$ cat src/rtl/mac_feeder_pkg.sv
// Shared constants for mac_feeder and the mul_add unit it drives: opcodes on
// both sides, FSM state encoding, STATUS word layout and the FIFO entry type.
package mac_feeder_pkg;

  localparam int DATA_WIDTH = 32;
  localparam int DEPTH      = 16;
  localparam int ADDR_WIDTH = 4;
  localparam int N_WIDTH    = 5;
  localparam int TIMEOUT    = 64;
  localparam int WDOG_WIDTH = $clog2(TIMEOUT + 1);

  // Opcodes seen by the CPU on the feeder's own custom instruction
  localparam logic [N_WIDTH-1:0] FEED_CLEAR  = N_WIDTH'(0);
  localparam logic [N_WIDTH-1:0] FEED_PUSH   = N_WIDTH'(1);
  localparam logic [N_WIDTH-1:0] FEED_RUN    = N_WIDTH'(2);
  localparam logic [N_WIDTH-1:0] FEED_STATUS = N_WIDTH'(3);

  // Opcodes understood by mul_add
  localparam logic [N_WIDTH-1:0] MAC_CLEAR = N_WIDTH'(0);
  localparam logic [N_WIDTH-1:0] MAC_ADD   = N_WIDTH'(1);
  localparam logic [N_WIDTH-1:0] MAC_READ  = N_WIDTH'(2);

  localparam int STAT_OVF_BIT = 31;
  localparam int STAT_TMO_BIT = 30;

  typedef enum logic [2:0] {
    IDLE,
    PUSH_ACK,
    ISSUE,
    WAIT_MAC,
    ACK
  } feed_state_e;

  typedef struct packed {
    logic [DATA_WIDTH-1:0] a;
    logic [DATA_WIDTH-1:0] b;
  } pair_t;

  function automatic logic [DATA_WIDTH-1:0] statusWord(
    input logic                ovf,
    input logic                tmo,
    input logic [ADDR_WIDTH:0] count
  );
    logic [DATA_WIDTH-1:0] w;
    w                = '0;
    w[STAT_OVF_BIT]  = ovf;
    w[STAT_TMO_BIT]  = tmo;
    w[ADDR_WIDTH:0]  = count;
    return w;
  endfunction

endpackage

$ cat src/rtl/mac_feeder_if.sv
// CPU custom-instruction port plus the mul_add port of mac_feeder; the feeder
// takes the slave view, the CPU/mul_add environment takes the master view.
interface mac_feeder_if;
  import mac_feeder_pkg::*;

  logic                  clk_en;
  logic                  start;
  logic [N_WIDTH-1:0]    n;
  logic [DATA_WIDTH-1:0] dataa;
  logic [DATA_WIDTH-1:0] datab;
  logic [DATA_WIDTH-1:0] result;
  logic                  done;

  logic                  mac_clk_en;
  logic                  mac_start;
  logic [N_WIDTH-1:0]    mac_n;
  logic [DATA_WIDTH-1:0] mac_dataa;
  logic [DATA_WIDTH-1:0] mac_datab;
  logic [DATA_WIDTH-1:0] mac_result;
  logic                  mac_done;

  modport master (
    output clk_en, start, n, dataa, datab, mac_result, mac_done,
    input  result, done, mac_clk_en, mac_start, mac_n, mac_dataa, mac_datab
  );

  modport slave (
    input  clk_en, start, n, dataa, datab, mac_result, mac_done,
    output result, done, mac_clk_en, mac_start, mac_n, mac_dataa, mac_datab
  );

endinterface

$ cat src/rtl/mac_feeder_pair_fifo.sv
// Synchronous FIFO of operand pairs; flush empties it in one cycle and
// takes priority over a simultaneous write or read.
module pair_fifo #(
  parameter int WIDTH = 64,
  parameter int DEPTH = 16,
  parameter int AW    = $clog2(DEPTH)
) (
  input  logic             clk,
  input  logic             rst_n,
  input  logic             flush_i,
  input  logic             wr_en_i,
  input  logic [WIDTH-1:0] wdata_i,
  input  logic             rd_en_i,
  output logic [WIDTH-1:0] rdata_o,
  output logic             full_o,
  output logic             empty_o,
  output logic [AW:0]      count_o
);

  localparam int CW = AW + 1;

  logic [WIDTH-1:0] mem_q [DEPTH];
  logic [AW-1:0]    wrPtr_q, wrPtr_d;
  logic [AW-1:0]    rdPtr_q, rdPtr_d;
  logic [CW-1:0]    count_q, count_d;
  logic             doWr;
  logic             doRd;

  assign full_o  = (count_q == CW'(DEPTH));
  assign empty_o = (count_q == '0);
  assign count_o = count_q;
  assign rdata_o = mem_q[rdPtr_q];

  assign doWr = wr_en_i && !full_o;
  assign doRd = rd_en_i && !empty_o;

  always_comb begin
    wrPtr_d = wrPtr_q;
    rdPtr_d = rdPtr_q;
    count_d = count_q;
    if (flush_i) begin
      wrPtr_d = '0;
      rdPtr_d = '0;
      count_d = '0;
    end else begin
      // Pointers wrap naturally because DEPTH is a power of two
      if (doWr) wrPtr_d = wrPtr_q + AW'(1);
      if (doRd) rdPtr_d = rdPtr_q + AW'(1);
      count_d = count_q + CW'(doWr) - CW'(doRd);
    end
  end

  always_ff @(posedge clk or negedge rst_n) begin
    if (!rst_n) begin
      wrPtr_q <= '0;
      rdPtr_q <= '0;
      count_q <= '0;
    end else begin
      wrPtr_q <= wrPtr_d;
      rdPtr_q <= rdPtr_d;
      count_q <= count_d;
    end
  end

  always_ff @(posedge clk) begin
    if (doWr && !flush_i) begin
      mem_q[wrPtr_q] <= wdata_i;
    end
  end

endmodule

$ cat src/rtl/mac_feeder.sv
// Custom-instruction front end: queues (a, b) pairs from the CPU and, on RUN,
// streams them into mul_add as ADDs followed by a READ of the accumulator.
module mac_feeder
  import mac_feeder_pkg::*;
(
  input  logic        clk,
  input  logic        rst_n,
  mac_feeder_if.slave bus
);

  feed_state_e           state_q, state_d;
  logic                  ovf_q, ovf_d;
  logic                  tmo_q, tmo_d;
  logic [WDOG_WIDTH-1:0] wdog_q, wdog_d;
  logic [DATA_WIDTH-1:0] ackData_q, ackData_d;
  logic [DATA_WIDTH-1:0] result_q, result_d;
  logic                  done_q, done_d;
  logic                  macStart_q, macStart_d;
  logic                  macClkEn_q, macClkEn_d;
  logic [N_WIDTH-1:0]    macN_q, macN_d;
  logic [DATA_WIDTH-1:0] macA_q, macA_d;
  logic [DATA_WIDTH-1:0] macB_q, macB_d;

  logic                  accept;
  logic                  pickNext;
  logic                  fifoWr;
  logic                  fifoRd;
  logic                  fifoFlush;
  logic                  fifoFull;
  logic                  fifoEmpty;
  logic [ADDR_WIDTH:0]   fifoCount;
  pair_t                 fifoWrData;
  pair_t                 fifoHead;

  assign accept     = (state_q == IDLE) && bus.start && bus.clk_en;
  assign fifoWrData = {bus.dataa, bus.datab};

  pair_fifo #(
    .WIDTH (2 * DATA_WIDTH),
    .DEPTH (DEPTH),
    .AW    (ADDR_WIDTH)
  ) u_fifo (
    .clk     (clk),
    .rst_n   (rst_n),
    .flush_i (fifoFlush),
    .wr_en_i (fifoWr),
    .wdata_i (fifoWrData),
    .rd_en_i (fifoRd),
    .rdata_o (fifoHead),
    .full_o  (fifoFull),
    .empty_o (fifoEmpty),
    .count_o (fifoCount)
  );

  always_comb begin
    state_d   = state_q;
    ovf_d     = ovf_q;
    tmo_d     = tmo_q;
    wdog_d    = wdog_q;
    ackData_d = ackData_q;
    result_d  = result_q;
    done_d    = 1'b0;
    macN_d    = macN_q;
    macA_d    = macA_q;
    macB_d    = macB_q;
    fifoWr    = 1'b0;
    fifoRd    = 1'b0;
    fifoFlush = 1'b0;
    pickNext  = 1'b0;

    case (state_q)
      IDLE: begin
        if (accept) begin
          case (bus.n)
            FEED_CLEAR: begin
              fifoFlush = 1'b1;
              ovf_d     = 1'b0;
              tmo_d     = 1'b0;
              macN_d    = MAC_CLEAR;
              state_d   = ISSUE;
            end
            FEED_PUSH: begin
              if (fifoFull) ovf_d  = 1'b1;
              else          fifoWr = 1'b1;
              state_d = PUSH_ACK;
            end
            FEED_RUN: begin
              pickNext = 1'b1;
              state_d  = ISSUE;
            end
            // Unknown opcodes answer like STATUS so the CPU never stalls
            default: begin
              ackData_d = statusWord(ovf_q, tmo_q, fifoCount);
              state_d   = ACK;
            end
          endcase
        end
      end
      PUSH_ACK: begin
        done_d   = 1'b1;
        result_d = statusWord(ovf_q, tmo_q, fifoCount);
        state_d  = IDLE;
      end
      ISSUE: begin
        wdog_d  = '0;
        state_d = WAIT_MAC;
      end
      WAIT_MAC: begin
        if (bus.mac_done) begin
          if (macN_q == MAC_ADD) begin
            pickNext = 1'b1;
            state_d  = ISSUE;
          end else begin
            ackData_d = bus.mac_result;
            state_d   = ACK;
          end
        end else if (wdog_q == WDOG_WIDTH'(TIMEOUT - 1)) begin
          tmo_d     = 1'b1;
          fifoFlush = 1'b1;
          ackData_d = statusWord(ovf_q, 1'b1, '0);
          state_d   = ACK;
        end else begin
          wdog_d = wdog_q + WDOG_WIDTH'(1);
        end
      end
      ACK: begin
        done_d   = 1'b1;
        result_d = ackData_q;
        state_d  = IDLE;
      end
      default: state_d = IDLE;
    endcase

    // Operands are latched on entry to ISSUE and then frozen until the op completes
    if (pickNext) begin
      if (!fifoEmpty) begin
        fifoRd = 1'b1;
        macN_d = MAC_ADD;
        macA_d = fifoHead.a;
        macB_d = fifoHead.b;
      end else begin
        macN_d = MAC_READ;
      end
    end
  end

  assign macStart_d = (state_d == ISSUE);
  assign macClkEn_d = (state_d == ISSUE) || (state_d == WAIT_MAC);

  always_ff @(posedge clk or negedge rst_n) begin
    if (!rst_n) begin
      state_q    <= IDLE;
      ovf_q      <= 1'b0;
      tmo_q      <= 1'b0;
      wdog_q     <= '0;
      ackData_q  <= '0;
      result_q   <= '0;
      done_q     <= 1'b0;
      macStart_q <= 1'b0;
      macClkEn_q <= 1'b0;
      macN_q     <= '0;
      macA_q     <= '0;
      macB_q     <= '0;
    end else begin
      state_q    <= state_d;
      ovf_q      <= ovf_d;
      tmo_q      <= tmo_d;
      wdog_q     <= wdog_d;
      ackData_q  <= ackData_d;
      result_q   <= result_d;
      done_q     <= done_d;
      macStart_q <= macStart_d;
      macClkEn_q <= macClkEn_d;
      macN_q     <= macN_d;
      macA_q     <= macA_d;
      macB_q     <= macB_d;
    end
  end

  assign bus.result     = result_q;
  assign bus.done       = done_q;
  assign bus.mac_start  = macStart_q;
  assign bus.mac_clk_en = macClkEn_q;
  assign bus.mac_n      = macN_q;
  assign bus.mac_dataa  = macA_q;
  assign bus.mac_datab  = macB_q;

endmodule

$ cat src/flat_wrapper.sv
// flat-port wrapper written by rule: the top's interface ports become plain ports
module mac_feeder_flat import mac_feeder_pkg::*;
  (clk, rst_n, bus_clk_en, bus_start, bus_n, bus_dataa, bus_datab, bus_mac_result, bus_mac_done, bus_result, bus_done, bus_mac_clk_en, bus_mac_start, bus_mac_n, bus_mac_dataa, bus_mac_datab);
  mac_feeder_if bus_i ();
  input  logic clk;
  input  logic rst_n;
  input wire logic [$bits(bus_i.clk_en)-1:0] bus_clk_en;
  input wire logic [$bits(bus_i.start)-1:0] bus_start;
  input wire logic [$bits(bus_i.n)-1:0] bus_n;
  input wire logic [$bits(bus_i.dataa)-1:0] bus_dataa;
  input wire logic [$bits(bus_i.datab)-1:0] bus_datab;
  input wire logic [$bits(bus_i.mac_result)-1:0] bus_mac_result;
  input wire logic [$bits(bus_i.mac_done)-1:0] bus_mac_done;
  output wire logic [$bits(bus_i.result)-1:0] bus_result;
  output wire logic [$bits(bus_i.done)-1:0] bus_done;
  output wire logic [$bits(bus_i.mac_clk_en)-1:0] bus_mac_clk_en;
  output wire logic [$bits(bus_i.mac_start)-1:0] bus_mac_start;
  output wire logic [$bits(bus_i.mac_n)-1:0] bus_mac_n;
  output wire logic [$bits(bus_i.mac_dataa)-1:0] bus_mac_dataa;
  output wire logic [$bits(bus_i.mac_datab)-1:0] bus_mac_datab;
  assign bus_i.clk_en = bus_clk_en;
  assign bus_i.start = bus_start;
  assign bus_i.n = bus_n;
  assign bus_i.dataa = bus_dataa;
  assign bus_i.datab = bus_datab;
  assign bus_i.mac_result = bus_mac_result;
  assign bus_i.mac_done = bus_mac_done;
  assign bus_result = bus_i.result;
  assign bus_done = bus_i.done;
  assign bus_mac_clk_en = bus_i.mac_clk_en;
  assign bus_mac_start = bus_i.mac_start;
  assign bus_mac_n = bus_i.mac_n;
  assign bus_mac_dataa = bus_i.mac_dataa;
  assign bus_mac_datab = bus_i.mac_datab;
  mac_feeder u_core (.clk(clk), .rst_n(rst_n), .bus(bus_i));
endmodule
$ cat config.mk
export PLATFORM = sky130hd
export DESIGN_NAME = mac_feeder_flat
export DESIGN_NICKNAME = d
export VERILOG_FILES = /design/src/rtl/mac_feeder_pkg.sv /design/src/rtl/mac_feeder_if.sv /design/src/rtl/mac_feeder_pair_fifo.sv /design/src/rtl/mac_feeder.sv /design/src/flat_wrapper.sv
export SDC_FILE = /design/constraint.sdc
export NUM_CORES = 1
export LEC_CHECK = 0
export BUFFER_PORTS_ARGS = -buffer_cell sky130_fd_sc_hd__buf_2
export CAP_MARGIN = 25
export CORE_UTILIZATION = 55
export DETAILED_ROUTE_END_ITERATION = 7
export HOLD_SLACK_MARGIN = 0.02
export PLACE_DENSITY_LB_ADDON = 0.2
export SYNTH_ARGS = -nofsm -noshare
export SYNTH_HDL_FRONTEND = slang
export SYNTH_SLANG_ARGS = --single-unit
$ cat constraint.sdc
create_clock -name clk -period 3.46 [get_ports clk]
set_input_delay 0 -clock clk [delete_from_list [all_inputs] [get_ports clk]]
set_output_delay 0 -clock clk [all_outputs]
set_load 0.03 [all_outputs]
[Word level (Yosys, flattened, before mapping)]
Memory sizes are Yosys's and may differ from the RTL's. A register that Yosys moved wholly into a read port is not among the register bits.
Cells that the tools add are included.
Operators by class
  add/sub/neg operators: 5
  equality and inequality tests: 20
  muxes and demuxes: 52
  bitwise gates (word level): 1
  reduce and logical (&&, ||, !) cells: 31
Operator list (number)
  32-bit 2-to-1 mux: 5
  32-bit one-hot mux with 2 select lines: 2
  5-bit 2-to-1 mux: 5
  1-bit 2-to-1 mux: 22
  2-bit nonzero test: 9
  4-bit 2-to-1 mux: 4
  7-bit 2-to-1 mux: 2
  7-bit one-hot mux with 2 select lines: 1
  3-bit by 2-bit equality test with 1-bit output, second input constant: 4
  3-bit 2-to-1 mux: 4
  5-bit by 1-bit equality test with 1-bit output, second input constant: 2
  5-bit logical NOT: 2
  2-bit inequality test, second input constant: 5
  5-bit AND reduction: 2
  3-bit one-hot mux with 3 select lines: 1
  4-bit by 1-bit adder with 4-bit output, second input constant: 2
  1-bit one-hot mux with 2 select lines: 4
  7-bit by 1-bit adder with 7-bit output, second input constant: 1
  7-bit by 6-bit equality test with 1-bit output, second input constant: 1
  3-bit one-hot mux with 2 select lines: 1
  3-bit AND reduction: 2
  5-bit by 1-bit adder with 5-bit output: 1
  5-bit by 2-bit equality test with 1-bit output, second input constant: 1
  5-bit equality test, second input constant: 1
  16 further kinds: 25
Word-level totals
  bits in registers: 97
  memory bits (writable): 1024
  input bits: 106
  output and inout bits: 104
  memories: 1
Memory list
  u_core.u_fifo.mem_q: depth 16, width 64, rd ports 1, clocked after Yosys merged registers in 1, write ports 1, RTL line mac_feeder_pair_fifo.sv:22  | logic [WIDTH-1:0] mem_q [DEPTH];

[Longest topological paths before layout]
  depth after elaboration: 9
  gate-level depth with buffers: 16

[By module]
Synthesis repeated with hierarchy kept, for this count alone.
Unflattened totals
  cells, all modules: 2380
  area, all modules: 46089.2 µm²
By module, submodules not included
  pair_fifo: times used 1, cells each 1938, area each 39934.6 µm², sequential area each 31074.8 µm²
  mac_feeder: times used 1, cells each 442, area each 6154.7 µm², sequential area each 3628.5 µm²

[Least setup slack after synthesis]
Ideal clock, no wire load.
  path type: register to register
  from: register u_core.state_q[2]
  to: memory u_core.u_fifo.mem_q[0][0] (enable)
  data arrival time: 3.162 ns
  required time: 3.031 ns
  setup slack: -0.131 ns
  cell stages (with the launch flop): 7
  path buffers: 2
  clock period less this slack: 3.591 ns
  cell sequence: dfrtp_1 -> buf_2 -> nor4b_4 -> nand3b_2 -> buf_2 -> nor4_2 -> and2_1
On the way
  cells in the longest elaborated chain, start to end: 9
  elaborated cells between the ends (all ways): 13
Ends and longest elaborated chain
  start, declared: RTL line mac_feeder.sv:11  | feed_state_e state_q, state_d;
  start signal, assigned: RTL line mac_feeder.sv:165  | state_q <= state_d;
  3-bit logical NOT: RTL line mac_feeder.sv:35, mac_feeder.sv:71
  1-bit logical AND (2 in series): RTL line mac_feeder.sv:35  | assign accept = (state_q == IDLE) && bus.start && bus.clk_en;
  1-bit 2-to-1 mux: RTL line mac_feeder.sv:73  | if (accept) begin
  1-bit one-hot mux with 2 select lines / 1-bit 2-to-1 mux (equally long branches): RTL line mac_feeder.sv:71  | case (state_q)
  1-bit logical NOT / 1-bit logical AND (equally long branches): RTL line mac_feeder_pair_fifo.sv:66, mac_feeder_pair_fifo.sv:34
  1-bit logical AND (*): RTL line mac_feeder_pair_fifo.sv:66  | if (doWr && !flush_i) begin
  1-bit 2-to-1 mux (*): RTL line mac_feeder_pair_fifo.sv:66
  1-bit 2-to-1 mux (implied by the code) (*): RTL line mac_feeder_pair_fifo.sv:67  | mem_q[wrPtr_q] <= wdata_i;
  end, declared: RTL line mac_feeder_pair_fifo.sv:22
Mark *: on every way between the ends. The rest lies on a longest branch, timed or not.

[Final worst setup path]
  from: register u_core.state_q[2]
  to: register u_core.macA_q[24] (netlist: u_core.bus.mac_dataa[24])
On the way
  cells in the longest elaborated chain, start to end: 6
  elaborated cells between the ends (all ways): 7
Ends and longest elaborated chain
  3-bit logical NOT: RTL line mac_feeder.sv:35, mac_feeder.sv:71
  1-bit logical AND (2 in series): RTL line mac_feeder.sv:35
  1-bit 2-to-1 mux: RTL line mac_feeder.sv:73
  1-bit one-hot mux with 2 select lines (*): RTL line mac_feeder.sv:71
  2-bit AND reduction (no line) (*)
  end signal, assigned: RTL line mac_feeder.sv:175  | macA_q <= macA_d;
  end, declared: RTL line mac_feeder.sv:21  | logic [DATA_WIDTH-1:0] macA_q, macA_d;
Marked as above.
A chain may end at the register's enable or synchronous reset.

==> results.json <==
{
  "antenna_found_initial": 2,
  "worst_setup_hold_path_clk_slew_ns": 0.06,
  "finalWirelength_mm": 98.6,
  "grt_setup_unrepaired": "no",
  "critPathMaxStageDelay_ns": 0.64,
  "area_growth_syn_to_layout_pct": 17.8,
  "yosysSeqAreaShare_pct": 76.7,
  "cts_max_level": 3,
  "cts_root_buffer": "sky130_fd_sc_hd__clkbuf_16",
  "yosys.cell_types.count": 61,
  "drv_cap": 0,
  "synthesis.instances": 2131,
  "setup_viol": 0,
  "timing.final.hold_violations": 0,
  "stdcell_count": 3693,
  "tritoncts": "built",
  "clock-skew-final_ns": 0.0341,
  "cp_cell_sequence": "nor4b_4 > nand4_4 > nand2_4 > buf_4 > buf_4 > mux2_2",
  "ys.warnings.count": 0,
  "worstSetupStartpointType": "flip-flop",
  "dr.pass1.iters": 7,
  "cp_slowest_cell": "sky130_fd_sc_hd__buf_4",
  "first_pass_grt_wire_length_mm": 147,
  "cpMostUsedCell": "sky130_fd_sc_hd__buf_4",
  "clock_insertion_delay_worst_skew_ns": 0.69,
  "die-width_um": 289,
  "final_net_count": 2651,
  "tightestPinTransition_ns": 0.859,
  "dp.cells": 3354,
  "min_period_ns": 3.22,
  "slew_violations": 0,
  "worst_ep_arrival_time_ns": 3.79,
  "routed_length_on_met3_mm": 5.90,
  "worstRegToRegCells": 6,
  "initial_utilization_pct": 55.9,
  "whs_path_depth": 4,
  "core_area_um2": 80900,
  "initialDrtViolationCount": 1938,
  "grt_overflow_total": 0,
  "clkSinkCount": 1182,
  "cts-buffers-inserted": 115,
  "achievable-frequency_mhz": 310,
  "ffs_w_async_s_r_synth_pct": 13.4,
  "cp_data_required_time_ns": 4.02,
  "detailedPlacementHpwl_mm": 54.8,
  "first_global_vias": 23400,
  "gr-usage-all-layers_pct": 24.1,
  "relSlewSlack_pct": 41.2,
  "gpl.final_weighted_congestion": 0.775,
  "synthFlopType": "sky130_fd_sc_hd__edfxtp_1",
  "synth.ff_latch_count": 1182,
  "timing.setup.tns_ns": 0,
  "rows": 104,
  "final_util_pct": 65.9,
  "p_leak_nw": 18.2,
  "numPortBuffers": 206,
  "drive_gt1_share_pct": 31.0,
  "worst-path-max-fanout": 37,
  "met1_length_mm": 41.3,
  "run_status": "finished, final reports clean",
  "number_of_ports_placed_on_the_die_boundary": 210,
  "criticalPathCategory": "reg2reg",
  "dieArea_um2": 83400,
  "p_per_area_nw_per_um2": 605,
  "power.ir.vdd_worst_v": 0.000526,
  "pin_count_of_the_biggest_net_entering_global_routing": 113,
  "die_h_um": 289,
  "vias": 22500,
  "met2RoutedLength_mm": 49.6,
  "post_cts.repair.setup_buffers": 0,
  "antennaDiodeCount": 0,
  "finalCritPeriodShare_pct": 93.2,
  "maxUsedRoutingLayer": "met5",
  "synth.avg_cell_area_um2": 21.2,
  "vias_per_cell": 6.10,
  "synth-edff-count": 1024,
  "synth.cell_area_um2": 45300,
  "cp-end-kind": "flip-flop",
  "drc_errors": 0,
  "routed_wire_length_per_instance_um": 26.7,
  "detail-route-antenna-nets": 0,
  "class_of_the_tightest_hold_or_removal_check": "in2reg",
  "cts.path.max_buffers": 3
}
synthesized netlist by cell type, types with 25 or more instances:
library cell | instances | area share [%]
sky130_fd_sc_hd__a22o_1 | 25 | 0.48
sky130_fd_sc_hd__inv_1 | 46 | 0.38
sky130_fd_sc_hd__clkbuf_1 | 58 | 0.48
sky130_fd_sc_hd__dfrtp_1 | 158 | 8.7
sky130_fd_sc_hd__edfxtp_1 | 1024 | 68
sky130_fd_sc_hd__nand2_1 | 109 | 0.90
sky130_fd_sc_hd__mux2_2 | 28 | 0.70
sky130_fd_sc_hd__mux2i_1 | 31 | 0.69
sky130_fd_sc_hd__mux2_4 | 40 | 1.3
sky130_fd_sc_hd__a22oi_1 | 128 | 2.1
sky130_fd_sc_hd__mux4_2 | 256 | 13
sky130_fd_sc_hd__buf_2 | 35 | 0.39
sequential cells by signal (all words and copies together), names as in the netlist, 2 cells and up:
register	count
u_core.u_fifo.mem_q	1024
u_core.ackData_q	32
u_core.bus.mac_dataa	32
u_core.bus.mac_datab	32
u_core.bus.result	32
u_core.wdog_q	7
u_core.u_fifo.count_o	5
u_core.u_fifo.rdPtr_q	4
u_core.u_fifo.wrPtr_q	4
u_core.state_q	3
u_core.bus.mac_n	2
timing repair:
item                                    CTS  global route
endpoints found under the hold margin  1169             0
setup endpoints to repair                 0             1
hold buffers                            121             0
gates resized for setup                   0             1
cell families after synthesis:
kind of cell	count (synthesis)	synth area share (%)
compound gates	204	3.31
xor+xnor	5	0.0968
fa+ha+maj	13	0.376
buf+inv	165	1.65
flops	1182	76.7
mux	359	15.5
other cells	1	0.00829
simple gates	202	2.33
where the power goes:
part / leakage (nW) / internal [W] / total (W) / switching, W
sequential: 11.3 / 0.0158 / 0.0160 / 0.000261
combinational: 4.95 / 0.00172 / 0.00361 / 0.00189
clock: 1.90 / 0.00746 / 0.0126 / 0.00517
total: 18.2 / 0.0250 / 0.0323 / 0.00732
per-stage QoR:
stage | hold WS, ns | power [W] | worst slack (ns) | cell area [um2]
floorplan | -0.296 | 0.0188 | 0.0663 | 45300
global placement | 0.108 | 0.0198 | 0.222 | 48200
detailed placement | 0.120 | 0.0198 | 0.216 | 48200
CTS | 0.102 | 0.0325 | 0.174 | 53300
global route | 0.132 | 0.0333 | 0.0648 | 53300
finish | 0.130 | 0.0323 | 0.235 | 53300
cell usage in the layout, fill, tap and decap left out, drive strengths merged, types with 10 or more instances in the layout:
| cell type | n |
|---|---|
| edfxtp | 1024 |
| buf | 281 |
| mux4 | 256 |
| clkbuf | 175 |
| dfrtp | 158 |
| a22oi | 128 |
| dlygate4sd3 | 120 |
| nand2 | 110 |
| mux2 | 72 |
| inv | 47 |
| mux2i | 31 |
| clkinv | 30 |
| a22o | 25 |
| o21ai | 19 |
| nand3 | 18 |
| a21oi | 15 |
| and2 | 15 |
| nor2 | 14 |
| ha | 12 |
| bufinv | 10 |
worst paths after layout:
check,endpoint,from,slack (ns)
setup / recovery,u_core.bus.mac_dataa[24],u_core.state_q[2],0.24
hold / removal,u_core.ackData_q[22],bus_mac_result[22],0.13
setup reg to reg,u_core.bus.mac_dataa[24],u_core.state_q[2],0.24
hold reg to reg,u_core.bus.result[1],u_core.bus.result[1],0.49
max in group asynchronous,u_core.bus.result[8],rst_n,2.13
min in group asynchronous,u_core.u_fifo.count_o[3],rst_n,0.40
routing by layer:
layer  GRT usage (%)  up-vias
met5               0        -
met4            5.18        4
met3            3.95      141
met2            40.2      776
met1            33.9    12000
li1                -     9562
area by class of cell:
type	instances	area [um2]
Fill cell	5205	27600
Timing Repair Buffer	401	3330
Clock inverter	43	503
Multi-Input combinational cell	786	9910
Sequential cell	1182	34700
Tap cell	1060	1330
Inverter	46	173
Clock buffer	175	3380
critical path, delay by kind of cell (launching register included):
| family | cells | cell delay (ns) |
|---|---|---|
| DFF | 1 | 0.48 |
| and+or+nand+nor | 3 | 0.90 |
| muxes | 1 | 0.40 |
| buffers and inverters | 2 | 1.28 |
No activity file was read; power rests on OpenSTA's default activity.
